===== config.mk =====
export PLATFORM = sky130hd
export DESIGN_NAME = uart_fpu_ctrl
export DESIGN_NICKNAME = d
export VERILOG_FILES = /design/src/rtl/uart_fpu_pkg.sv /design/src/rtl/uart_fpu_timeout.sv /design/src/rtl/uart_fpu_ctrl.sv
export SDC_FILE = /design/constraint.sdc
export NUM_CORES = 1
export LEC_CHECK = 0
export CAP_MARGIN = 30
export CORE_UTILIZATION = 35
export DETAILED_ROUTE_END_ITERATION = 6
export PLACE_DENSITY = 0.7
export SLEW_MARGIN = 40
export SYNTH_ARGS = -nofsm -noshare
export SYNTH_HDL_FRONTEND = slang
export SYNTH_SLANG_ARGS = --single-unit

===== constraint.sdc =====
create_clock -name i_clk -period 5.7 [get_ports i_clk]
set_clock_uncertainty 0.2 [all_clocks]
set_input_delay 0.57 -clock i_clk [delete_from_list [all_inputs] [get_ports i_clk]]
set_output_delay 0.57 -clock i_clk [all_outputs]
set_load 0.02 [all_outputs]

===== src/rtl/uart_fpu_pkg.sv =====
// Shared types and constants for the UART <-> FPU frame sequencer.
package uart_fpu_pkg;

    // Sequencer states
    typedef enum logic [1:0] {
        S_RECV  = 2'd0,
        S_START = 2'd1,
        S_WAIT  = 2'd2,
        S_SEND  = 2'd3
    } state_t;

    // FPU operation codes carried in the opcode byte
    typedef enum logic [1:0] {
        OP_ADD = 2'd0,
        OP_SUB = 2'd1,
        OP_MUL = 2'd2,
        OP_DIV = 2'd3
    } op_t;

    // Error codes reported on o_err_code
    localparam logic [1:0] ERR_OPCODE  = 2'd1;
    localparam logic [1:0] ERR_TIMEOUT = 2'd2;
    localparam logic [1:0] ERR_OVERRUN = 2'd3;

    // Opcode + 4 bytes operand A + 4 bytes operand B
    localparam int FRAME_BYTES = 9;

endpackage


===== src/rtl/uart_fpu_timeout.sv =====
// Inter-byte idle watchdog: reloads on every accepted byte, counts down while
// enabled and pulses o_expire in the last idle cycle of the allowed gap.
module uart_fpu_timeout #(
    parameter int TIMEOUT_CYC = 1_000_000
) (
    input  logic i_clk,
    input  logic i_rst,
    input  logic i_enable,
    input  logic i_reload,
    output logic o_expire
);

    localparam int CNT_W = $clog2(TIMEOUT_CYC + 1);
    localparam logic [CNT_W-1:0] CNT_LOAD = CNT_W'(TIMEOUT_CYC);
    localparam logic [CNT_W-1:0] CNT_ONE  = CNT_W'(1);

    logic [CNT_W-1:0] cnt;

    // Down-counter: load full gap on a byte, decrement while waiting for the next one
    always_ff @(posedge i_clk or posedge i_rst) begin
        if (i_rst) begin
            cnt <= '0;
        end else if (i_reload) begin
            cnt <= CNT_LOAD;
        end else if (i_enable && (cnt != '0)) begin
            cnt <= cnt - CNT_ONE;
        end
    end

    // A byte arriving in the final cycle wins over expiry
    assign o_expire = i_enable && !i_reload && (cnt == CNT_ONE);

endmodule


===== src/rtl/uart_fpu_ctrl.sv =====
// Frame sequencer: collects opcode + two 32-bit operands from UART RX, issues
// one FPU operation, and streams the 32-bit result back to UART TX LSB first.
module uart_fpu_ctrl
    import uart_fpu_pkg::*;
#(
    parameter int SIZE_DATA_I = 8,
    parameter int SIZE_DATA_O = 32,
    parameter int TIMEOUT_CYC = 1_000_000
) (
    input  logic                   i_clk,
    input  logic                   i_rst,
    input  logic                   i_rx_valid,
    input  logic [SIZE_DATA_I-1:0] i_rx_data,
    output logic                   o_fpu_start,
    output logic [1:0]             o_fpu_op,
    output logic [SIZE_DATA_O-1:0] o_op_a,
    output logic [SIZE_DATA_O-1:0] o_op_b,
    input  logic                   i_fpu_done,
    input  logic [SIZE_DATA_O-1:0] i_fpu_result,
    output logic                   o_tx_valid,
    output logic [SIZE_DATA_I-1:0] o_tx_data,
    input  logic                   i_tx_ready,
    output logic                   o_busy,
    output logic                   o_err,
    output logic [1:0]             o_err_code
);

    localparam logic [3:0] IDX_LAST = 4'(FRAME_BYTES - 1);

    state_t                 state, state_nxt;
    logic [3:0]             idx, idx_nxt;
    logic [1:0]             tx_idx, tx_idx_nxt;
    logic                   start_q;
    logic                   err_q, err_nxt;
    logic [1:0]             err_code_q, err_code_nxt;
    op_t                    op_q;
    logic [SIZE_DATA_O-1:0] op_a_q, op_b_q, result_q;

    logic                   rx_accept;
    logic                   opcode_bad;
    logic                   tmo_expire;
    logic [1:0]             lane;

    assign rx_accept  = (state == S_RECV) && i_rx_valid;
    assign opcode_bad = rx_accept && (idx == 4'd0) && (|i_rx_data[SIZE_DATA_I-1:2]);
    // Frame indices 1..4 and 5..8 both map onto operand byte lanes 0..3
    assign lane       = idx[1:0] - 2'd1;

    uart_fpu_timeout #(
        .TIMEOUT_CYC(TIMEOUT_CYC)
    ) u_timeout (
        .i_clk    (i_clk),
        .i_rst    (i_rst),
        .i_enable ((state == S_RECV) && (idx != 4'd0)),
        .i_reload (rx_accept),
        .o_expire (tmo_expire)
    );

    // Next-state, byte indices and error strobe
    always_comb begin
        state_nxt    = state;
        idx_nxt      = idx;
        tx_idx_nxt   = tx_idx;
        err_nxt      = 1'b0;
        err_code_nxt = err_code_q;
        case (state)
            S_RECV: begin
                if (rx_accept) begin
                    if (opcode_bad) begin
                        err_nxt      = 1'b1;
                        err_code_nxt = ERR_OPCODE;
                    end else if (idx == IDX_LAST) begin
                        idx_nxt   = 4'd0;
                        state_nxt = S_START;
                    end else begin
                        idx_nxt = idx + 4'd1;
                    end
                end else if (tmo_expire) begin
                    idx_nxt      = 4'd0;
                    err_nxt      = 1'b1;
                    err_code_nxt = ERR_TIMEOUT;
                end
            end
            S_START: state_nxt = S_WAIT;
            S_WAIT: begin
                if (i_fpu_done) state_nxt = S_SEND;
            end
            S_SEND: begin
                if (i_tx_ready) begin
                    tx_idx_nxt = tx_idx + 2'd1;
                    if (tx_idx == 2'd3) state_nxt = S_RECV;
                end
            end
            default: state_nxt = S_RECV;
        endcase
        if (i_rx_valid && (state != S_RECV)) begin
            err_nxt      = 1'b1;
            err_code_nxt = ERR_OVERRUN;
        end
    end

    // Control registers: state, indices, start and error pulses
    always_ff @(posedge i_clk or posedge i_rst) begin
        if (i_rst) begin
            state      <= S_RECV;
            idx        <= 4'd0;
            tx_idx     <= 2'd0;
            start_q    <= 1'b0;
            err_q      <= 1'b0;
            err_code_q <= 2'd0;
        end else begin
            state      <= state_nxt;
            idx        <= idx_nxt;
            tx_idx     <= tx_idx_nxt;
            start_q    <= (state_nxt == S_START);
            err_q      <= err_nxt;
            err_code_q <= err_code_nxt;
        end
    end

    // Frame and result capture; operands stay put until the next frame overwrites them
    always_ff @(posedge i_clk or posedge i_rst) begin
        if (i_rst) begin
            op_q     <= OP_ADD;
            op_a_q   <= '0;
            op_b_q   <= '0;
            result_q <= '0;
        end else begin
            if (rx_accept && !opcode_bad) begin
                if (idx == 4'd0) begin
                    op_q <= op_t'(i_rx_data[1:0]);
                end else if (idx < 4'd5) begin
                    op_a_q[lane*SIZE_DATA_I +: SIZE_DATA_I] <= i_rx_data;
                end else begin
                    op_b_q[lane*SIZE_DATA_I +: SIZE_DATA_I] <= i_rx_data;
                end
            end
            if ((state == S_WAIT) && i_fpu_done) begin
                result_q <= i_fpu_result;
            end
        end
    end

    assign o_fpu_start = start_q;
    assign o_fpu_op    = op_q;
    assign o_op_a      = op_a_q;
    assign o_op_b      = op_b_q;
    assign o_tx_valid  = (state == S_SEND);
    assign o_tx_data   = result_q[tx_idx*SIZE_DATA_I +: SIZE_DATA_I];
    assign o_busy      = (state != S_RECV);
    assign o_err       = err_q;
    assign o_err_code  = err_code_q;

endmodule


==> summary.md <==
| Metric | Value |
|---|---|
| Post-DRT Antenna Nets | `0` |
| DR vias | `4,346` |
| Final worst path period need | `3.07 ns` |
| Clock power frac | `34.0%` |
| Min-delay src | `o_op_a[28]` |
| Crit path required time | `4.93 ns` |
| Clock transition at path regs | `0.06 ns` |
| Unrepaired setup endpoints after global routing | `no` |
| Slew headroom | `50.4%` |
| DRT Wirelength | `13.6 mm` |
| Vias per cell | `5.15` |
| Library cells used by synthesis | `46` |
| Switch share | `29.8%` |
| Max stage delay on crit path | `0.73 ns` |
| Crit Path Class | `flop to output port` |
| Post-synthesis sequential area ratio | `57.9%` |
| Grt ovf | `0` |
| Die area | `0.0166 sq mm` |
| Seq pwr share | `39.2%` |
| I/O pins | `125` |
| Area growth, synth to finish | `37.1%` |
| Layout cells sized above 1 | `14.2%` |
| Final cycle utilization of the critical path | `53.8%` |
| Initial core utilization | `36.4%` |
| Arrival time worst endpoint | `2.30 ns` |
| Synthesized Nets | `547` |
| Vias in the first global route | `4,349` |
| Crit path from | `tx_idx[0]` |
| Die X | `129 um` |
| Final setup viols | `0` |
| Post-route setup TNS | `0 ns` |
| Crit end category | `output port` |
| Cts bufs inserted | `17` |
| Synth Instances | `492` |
| Worst skew pair latency | `0.41 ns` |
| Pwr dens | `417 mW/mm^2` |
| Switch Pwr | `956 uW` |
| Synth Area per Inst | `11.4 sq um` |
| RR Startpoint | `idx[0]` |
| Ant. Diodes | `0` |
| Internal power | `2260 uW` |
| Worst vdd ir | `0.277 mV` |
| CTS Buffer Depth | `2` |
| Post-layout net count | `675` |
| Worst min path class | `flop to flop` |
| Hold Fails Final Rpt | `0` |
| Post-CTS setup buffers | `0` |
| Status | `complete, no violations` |
| CTS root buf | `clkbuf_16` |
| Fin. max-slew vios | `0` |
| Netlist area before placement | `0.00562 sq mm` |
| Crit Path Max Fanout | `10` |
| Top_reg_cell synth | `dfrtp_1` |
| Startpoint Class | `flop` |
| WL/cell | `16.2 um` |
| Worst Tran Pin Value | `0.743 ns` |
| Maximum clock rate | `326 MHz` |
| Finished Cell Area | `0.00770 sq mm` |
| CTS tree | `yes` |
| Global-route wire length before repair | `22.5 mm` |
| Total track usage | `17.5%` |
| Worst reg2reg setup slack | `2.87 ns` |
| TritonRoute pass-1 iters | `4` |
| CTS Hold Bufs | `0` |
| Dpl hpwl | `9.65 mm` |
| Leak | `0.00317 uW` |
| Initial antenna violation count | `0` |
| Row count | `45` |
| Post-synth EDFFs | `0` |
| Crit path cell chain | `mux4_2 -> clkdlybuf4s50_1` |
| FFs w/ async S/R, synth | `100%` |
| CORE AREA | `0.0154 sq mm` |
| Combinational power share | `26.8%` |
| Gpl congestion | `0.844` |
| Placed cell areas | `0.00709 sq mm` |
| Worst path slowest cell | `dfrtp_1` |
| Die Y | `129 um` |
| Remaining DRCs | `0` |
| Pin count of the biggest net entering global routing | `84` |
| Seq cells post-synth | `130` |
| Crit path buf inv count | `1` |
| PortBufs | `124` |
| Max-cap check violation count | `0` |
| H-tree lvl count | `4` |
| # resized after CTS | `0` |
| Sink Count | `130` |
| Delay-heaviest family, CP | `flip-flops` |
| Iter 0 DRT Violations | `274` |
| Synth warnings | `0` |
-- worst reg2reg max path, cell delays in order (launching register included) --
cell	delay, ns
dfrtp_1	0.56
inv_1	0.17
ha_1	0.25
or3b_2	0.24
nand4_1	0.26
nor3_1	0.64
nor2_1	0.14
a22o_1	0.25
-- worst paths after layout --
path | to | cells after the start
max | o_tx_data[7] | 2
min | o_op_a[28] | 2
max reg2reg | idx[0] | 7
min reg2reg | o_op_a[28] | 2
max in group asynchronous | o_op_b[24] | 3
min in group asynchronous | o_err | 2
-- cell usage after synthesis, types with 3 or more instances --
master / n / area share (%)
a211oi_1: 5 / 0.67
a21oi_1: 3 / 0.27
a22o_1: 18 / 2.8
a31oi_1: 3 / 0.33
and4_1: 3 / 0.47
clkbuf_1: 16 / 1.1
dfrtp_1: 130 / 58
ha_1: 10 / 2.2
inv_1: 8 / 0.53
mux2_2: 35 / 7.0
mux4_2: 8 / 3.2
nand2_1: 95 / 6.4
nand2b_1: 3 / 0.33
nand3_1: 4 / 0.36
nand3b_1: 5 / 0.67
nor2_1: 28 / 1.9
nor2b_1: 5 / 0.56
nor3_1: 8 / 0.71
nor4_1: 6 / 0.67
o21ai_0: 51 / 4.5
xnor2_1: 14 / 2.2
-- final cells by class --
cell class                      instances  area, sq um
Clock buffer                           20          437
Clock inverter                         12          160
Fill cell                            1372         7730
Inverter                                8         37.5
Multi-Input combinational cell        336         2280
Sequential cell                       130         3250
Tap cell                              211          264
Timing Repair Buffer                  127         1260
-- registers in the layout, indices dropped and copies added (netlist names) --
name,cells
o_fpu_start,1
o_op_b,32
tx_idx,2
idx,4
o_op_a,32
o_err,1
o_fpu_op,2
result_q,32
u_timeout.cnt,20
state,2
o_err_code,2
-- cell families (layout without fill, tap and decap cells) --
kind of cell | Yosys count | count (layout) | share of synthesized area, %
fa+ha+maj | 10 | 10 | 2.23
buf+inv | 26 | 167 | 1.76
flops | 130 | 130 | 57.9
mux | 43 | 43 | 10.2
xor+xnor | 14 | 14 | 2.18
compound gates | 92 | 92 | 10.8
simple gates | 177 | 177 | 14.8
-- layer usage --
layer	vias up	routed length (um)	GRT usage, %
met1	2158	5830	22.1
met4	0	188	6.16
met3	18	983	5.07
li1	2006	-	-
met2	164	6630	28.8
met5	-	0	0
-- power by group through the flow --
stage	logic (uW)	clock network, uW	registers, uW
after floorplan	608	0	1210
after detailed placement	865	0	1280
final	860	1090	1260
after global placement	839	0	1260
after CTS	869	1110	1260
after global routing	942	1160	1290
-- through the flow --
step	utilization [%]	hold slack [ns]	power (uW)	worst slack (ns)	instances
3_3_place_gp	45.9	0.260	2100	2.95	812
2_1_floorplan	-	0.274	1810	1.46	492
6_report	49.9	0.276	3210	2.63	844
4_1_cts	49.9	0.285	3250	2.55	844
5_1_grt	49.9	0.308	3400	2.49	844
3_5_place_dp	46.0	0.271	2140	2.92	812
-- cell usage in the layout, fill, tap and decap left out, types with 6 or more instances in the layout --
| cell type | Yosys | routed |
|---|---|---|
| nor4_1 | 6 | 6 |
| inv_1 | 8 | 7 |
| o21ai_0 | 51 | 51 |
| clkbuf_16 | 0 | 17 |
| mux4_2 | 8 | 8 |
| nand2_1 | 95 | 95 |
| a22o_1 | 18 | 18 |
| clkdlybuf4s50_1 | 0 | 124 |
| dfrtp_1 | 130 | 130 |
| nor3_1 | 8 | 6 |
| ha_1 | 10 | 10 |
| xnor2_1 | 14 | 14 |
| mux2_2 | 35 | 35 |
| nor2_1 | 28 | 28 |
Note: power is estimated with default switching activity, not from simulation.
==> variant 1, RTL diff (same settings) <==
`TIMEOUT_CYC` is set to 1_000_000 in 2 places; all go to 4_000_000.
--- a/src/rtl/uart_fpu_timeout.sv
+++ b/src/rtl/uart_fpu_timeout.sv
@@ -1,7 +1,7 @@
 // Inter-byte idle watchdog: reloads on every accepted byte, counts down while
 // enabled and pulses o_expire in the last idle cycle of the allowed gap.
 module uart_fpu_timeout #(
-    parameter int TIMEOUT_CYC = 1_000_000
+    parameter int TIMEOUT_CYC = 4_000_000
 ) (
     input  logic i_clk,
     input  logic i_rst,
--- a/src/rtl/uart_fpu_ctrl.sv
+++ b/src/rtl/uart_fpu_ctrl.sv
@@ -5,7 +5,7 @@
 #(
     parameter int SIZE_DATA_I = 8,
     parameter int SIZE_DATA_O = 32,
-    parameter int TIMEOUT_CYC = 1_000_000
+    parameter int TIMEOUT_CYC = 4_000_000
 ) (
     input  logic                   i_clk,
     input  logic                   i_rst,
Function: same outputs for any inputs over 4 cycles, from zero or initial values and one cycle with i_rst high; that may be too few to reach the edited logic, so the function may still have changed.
==> variant 1 against the unedited design <==
Synthesized area is 5.1% higher. Die area up 5.0%. Wire length increased by 6.1%. Sequential share of layout area shrank 0.82 points. Clock power grew 4%. Setup slack got worse by 0.0070 ns. Final area increased by 3.6%. Sequential cell count grew 2. Total power up 2.1%. Critical endpoint is now o_tx_data[5].
==> variant 1: results <==
[grt]
grt_pass1_vias = 4476
grt_max_degree = 81
grt_pass1_wl_um = 23690
grt_use_total = 0.1737

[finish]
nFillCells = 1461
finalInstanceArea_sq_um = 7973
drive_gt1_frac = 0.1440
final_nets = 695

[drt]
vias = 4538
dr.pass1.iters = 5
wirelength_um = 14460
vias_per_cell = 5.198

[power]
ir_drop_uv = 266.3
p_switching_w = 0.0009821
pwr.group.clock_w = 0.00113
p_comb_w = 0.000869

[yosys]
ys_types = 50
yosys-top-cells-count = "dfrtp_1 (132), nand2_1 (93), o31ai_1 (53), mux2_2 (35), o21ai_0 (24)"
synth_compound_area_frac = 0.1242
yosysSeqAreaShare = 0.5596
synth_xor_area_frac = 0.01632
postSynthAreaPerCell_sq_um = 11.37
synthTopCellsByArea = "dfrtp_1 (56%), o31ai_1 (6.7%), mux2_2 (6.7%), nand2_1 (5.9%), mux4_2 (3.1%)"
synthAdderAreaFrac = 0.02120

[critical_path]
reg2reg_slack_ns = 3.03
cp-endpoint = "o_tx_data[5]"

[timing]
max_freq_mhz = 325.3
relSlewSlack = 0.5265

[placed_design]
place_congestion = 0.8635
dpl_cell_area_sq_um = 7358
dpl.cell_count = 841
place_ws_ns = 2.787

[outcome]
status = "complete, no violations"
variant 1: cell types whose count changed after synthesis, moves of 4 or more:
cell | unedited run | this run
o31ai_1 | 0 | 53
nor4_1 | 6 | 2
or4_1 | 0 | 7
or3_1 | 2 | 6
nor2_1 | 28 | 19
nand2b_1 | 3 | 9
nand4b_1 | 0 | 5
a21oi_1 | 3 | 11
clkbuf_1 | 16 | 21
nand3_1 | 4 | 9
a22o_1 | 18 | 0
o21ai_0 | 51 | 24
xnor2_1 | 14 | 10
variant 1: worst min-delay path by stage:
stage	start	end	slack [ns]	depth (start not counted)
2_1_floorplan	result_q[16]	result_q[16]	0.27	1
4_1_cts	o_op_b[21]	o_op_b[21]	0.28	2
3_5_place_dp	o_op_b[21]	o_op_b[21]	0.27	2
6_report	o_op_b[5]	o_op_b[5]	0.28	2
3_3_place_gp	o_op_b[13]	o_op_b[13]	0.26	2
5_1_grt	o_op_b[17]	o_op_b[17]	0.30	2
variant 1: logic make-up (layout without fill, tap and decap cells):
family,after synthesis,after routing
compound gates,106,106
flops,132,132
fa+ha+maj,10,10
buf+inv,31,165
simple gates,185,185
mux,44,44
xor+xnor,11,11
variant 1: worst min-delay path, stage by stage (launching register included):
cell and delay [ns]:
dfrtp_1 0.34, nand2_1 0.04, o21ai_0 0.06
variant 1: per-layer routing:
metal	part of all wire	global-route usage	up-vias
li1	-	-	2133
met1	0.43	0.2155	2267
met2	0.51	0.2925	121
met3	0.043	0.04383	17
met4	0.016	0.06331	0
met5	0	0	-
variant 1: cell type report:
type	instances	area share
sequential	132	0.4143
multi-input combinational	356	0.3121
timing repair buffer	127	0.1585
clock buffer	18	0.05383
tap	220	0.03453
clock inverter	14	0.02323
inverter	6	0.003453
==> variant 2, RTL diff (same settings) <==
Made on the original files. Encoding of `state_t`: now Gray code (2 bits for 4 states).
--- a/src/rtl/uart_fpu_pkg.sv
+++ b/src/rtl/uart_fpu_pkg.sv
@@ -3,10 +3,10 @@
 
     // Sequencer states
     typedef enum logic [1:0] {
-        S_RECV  = 2'd0,
-        S_START = 2'd1,
-        S_WAIT  = 2'd2,
-        S_SEND  = 2'd3
+        S_RECV  = 2'b00,
+        S_START = 2'b01,
+        S_WAIT  = 2'b11,
+        S_SEND  = 2'b10
     } state_t;
 
     // FPU operation codes carried in the opcode byte
Formal check against the unedited RTL: same outputs for any inputs over 4 cycles, from zero or initial values and one cycle with i_rst high; so few cycles prove little.
==> variant 2 against the unedited design <==
Register-to-register slack worse by 0.07 ns. Total power is 27% higher. Fmax is 0.14% lower. Synthesized area is 5.9% higher. Global-route usage hardly changed. Via count is 6.3% higher. Sequential cell count stayed put. Setup slack worse by 0.0044 ns. Die area is 5.9% higher. Wire length is 6.5% higher. Final area is 3.8% higher. Critical endpoint is now o_tx_data[2]. Largest power group is now combinational logic. Highest routed layer unchanged.
==> variant 2: results <==
[grt]
grt_pass1_wl_um = 24040
grt_max_degree = 82
antenna_found_initial = 1
grt_pass1_vias = 4666
grt_use_total = 0.1753

[power]
ir_drop_uv = 257.9
p_leak_nw = 3.256

[yosys]
synthTopCellsByArea = "dfrtp_1 (55%), nand2_1 (7.3%), mux2_2 (6.6%), o21ai_0 (5.3%), mux4_2 (3.0%)"
synth_nets = 606
ys_types = 55
yosys-top-cells-count = "dfrtp_1 (130), nand2_1 (116), o21ai_0 (63), mux2_2 (35), clkbuf_1 (19)"

[critical_path]
critPathArrivalTime_ns = 2.30
rr_worst_depth = 6
reg2reg_to = "u_timeout.cnt[12]"
reg2reg_slack_ns = 2.80

[cts]
path_clk_slew_ns = 0.06

[drt]
wl_per_cell_um = 16.04
vias_per_cell = 5.103
drt_iter0_drc = 336

[placed_design]
dp_hpwl_um = 10350
place_congestion = 0.8044
place_ws_ns = 2.740

[timing]
post-route-period-util = 0.5389
relSlewSlack = 0.5171

[min_path]
holdPathEnd = "o_op_b[29]"

[finish]
final_nets = 728
nFillCells = 1517
drive_gt1_frac = 0.1401

[outcome]
status = "complete, no violations"
variant 2: cell types whose count changed after synthesis, moves of 6 or more:
cell	delta
nand4b_1	+6
a21oi_1	+6
and2_1	+6
o21ai_0	+12
nand2_1	+21
nand4_1	+6
xnor2_1	-11
o211ai_1	+8
a22o_1	-17
mux2i_1	+13
nor2_1	-11
variant 2: metal layers:
metal	share of wire	vias up	global-route usage
li1	-	2200	-
met1	0.44	2254	0.2229
met2	0.48	138	0.2798
met3	0.058	26	0.05152
met4	0.026	0	0.07088
met5	0	-	0
variant 2: worst max-delay path by stage:
stage / start / cells after the start / end
2_1_floorplan: i_rst / 1 / idx[0]
3_3_place_gp: i_rx_valid / 5 / o_fpu_op[1]
3_5_place_dp: i_rx_valid / 5 / o_fpu_op[0]
4_1_cts: tx_idx[0] / 2 / o_tx_data[2]
5_1_grt: tx_idx[0] / 2 / o_tx_data[2]
6_report: tx_idx[0] / 2 / o_tx_data[2]
variant 2: logic make-up after synthesis:
group,synth area share
and+or+nand+nor,0.1668
DFF,0.5468
AOI/OAI and AO/OA,0.1100
muxes,0.1234
buffers and inverters,0.02545
adders and majority gates,0.02313
xor gates and xnor gates,0.004417
variant 2: where the power goes:
part / internal (W) / switching [W] / leakage, nW / total [W]
combinational: 0.000759 / 0.000816 / 1.29 / 0.00158
clock: 0.000673 / 0.000388 / 0.282 / 0.00106
sequential: 0.00121 / 0.000247 / 1.69 / 0.00145
variant 2: cell type report:
type / count / area share
clock buffers: 22 / 0.05934
clock inverters: 10 / 0.01346
inverters: 8 / 0.004384
multi-input cells: 384 / 0.3203
flip-flops and latches: 130 / 0.4071
well taps: 220 / 0.03444
repair buffers: 131 / 0.1610
variant 2: per-stage QoR:
stage               instances  power, W  area, sq um
detailed placement        873  0.003045         7400
global placement          869  0.002979         7370
global route              905  0.004339         7991
floorplan                 550  0.002411         5949
CTS                       905  0.004120         7981
finish                    905  0.004089         7991
variant 2: worst min-delay path: cells and delay by family (launching register included):
family	cells	cell delay [ns]
flip-flops	1	0.34
AO/OA/AOI/OAI	1	0.06
AND/OR/NAND/NOR	1	0.05
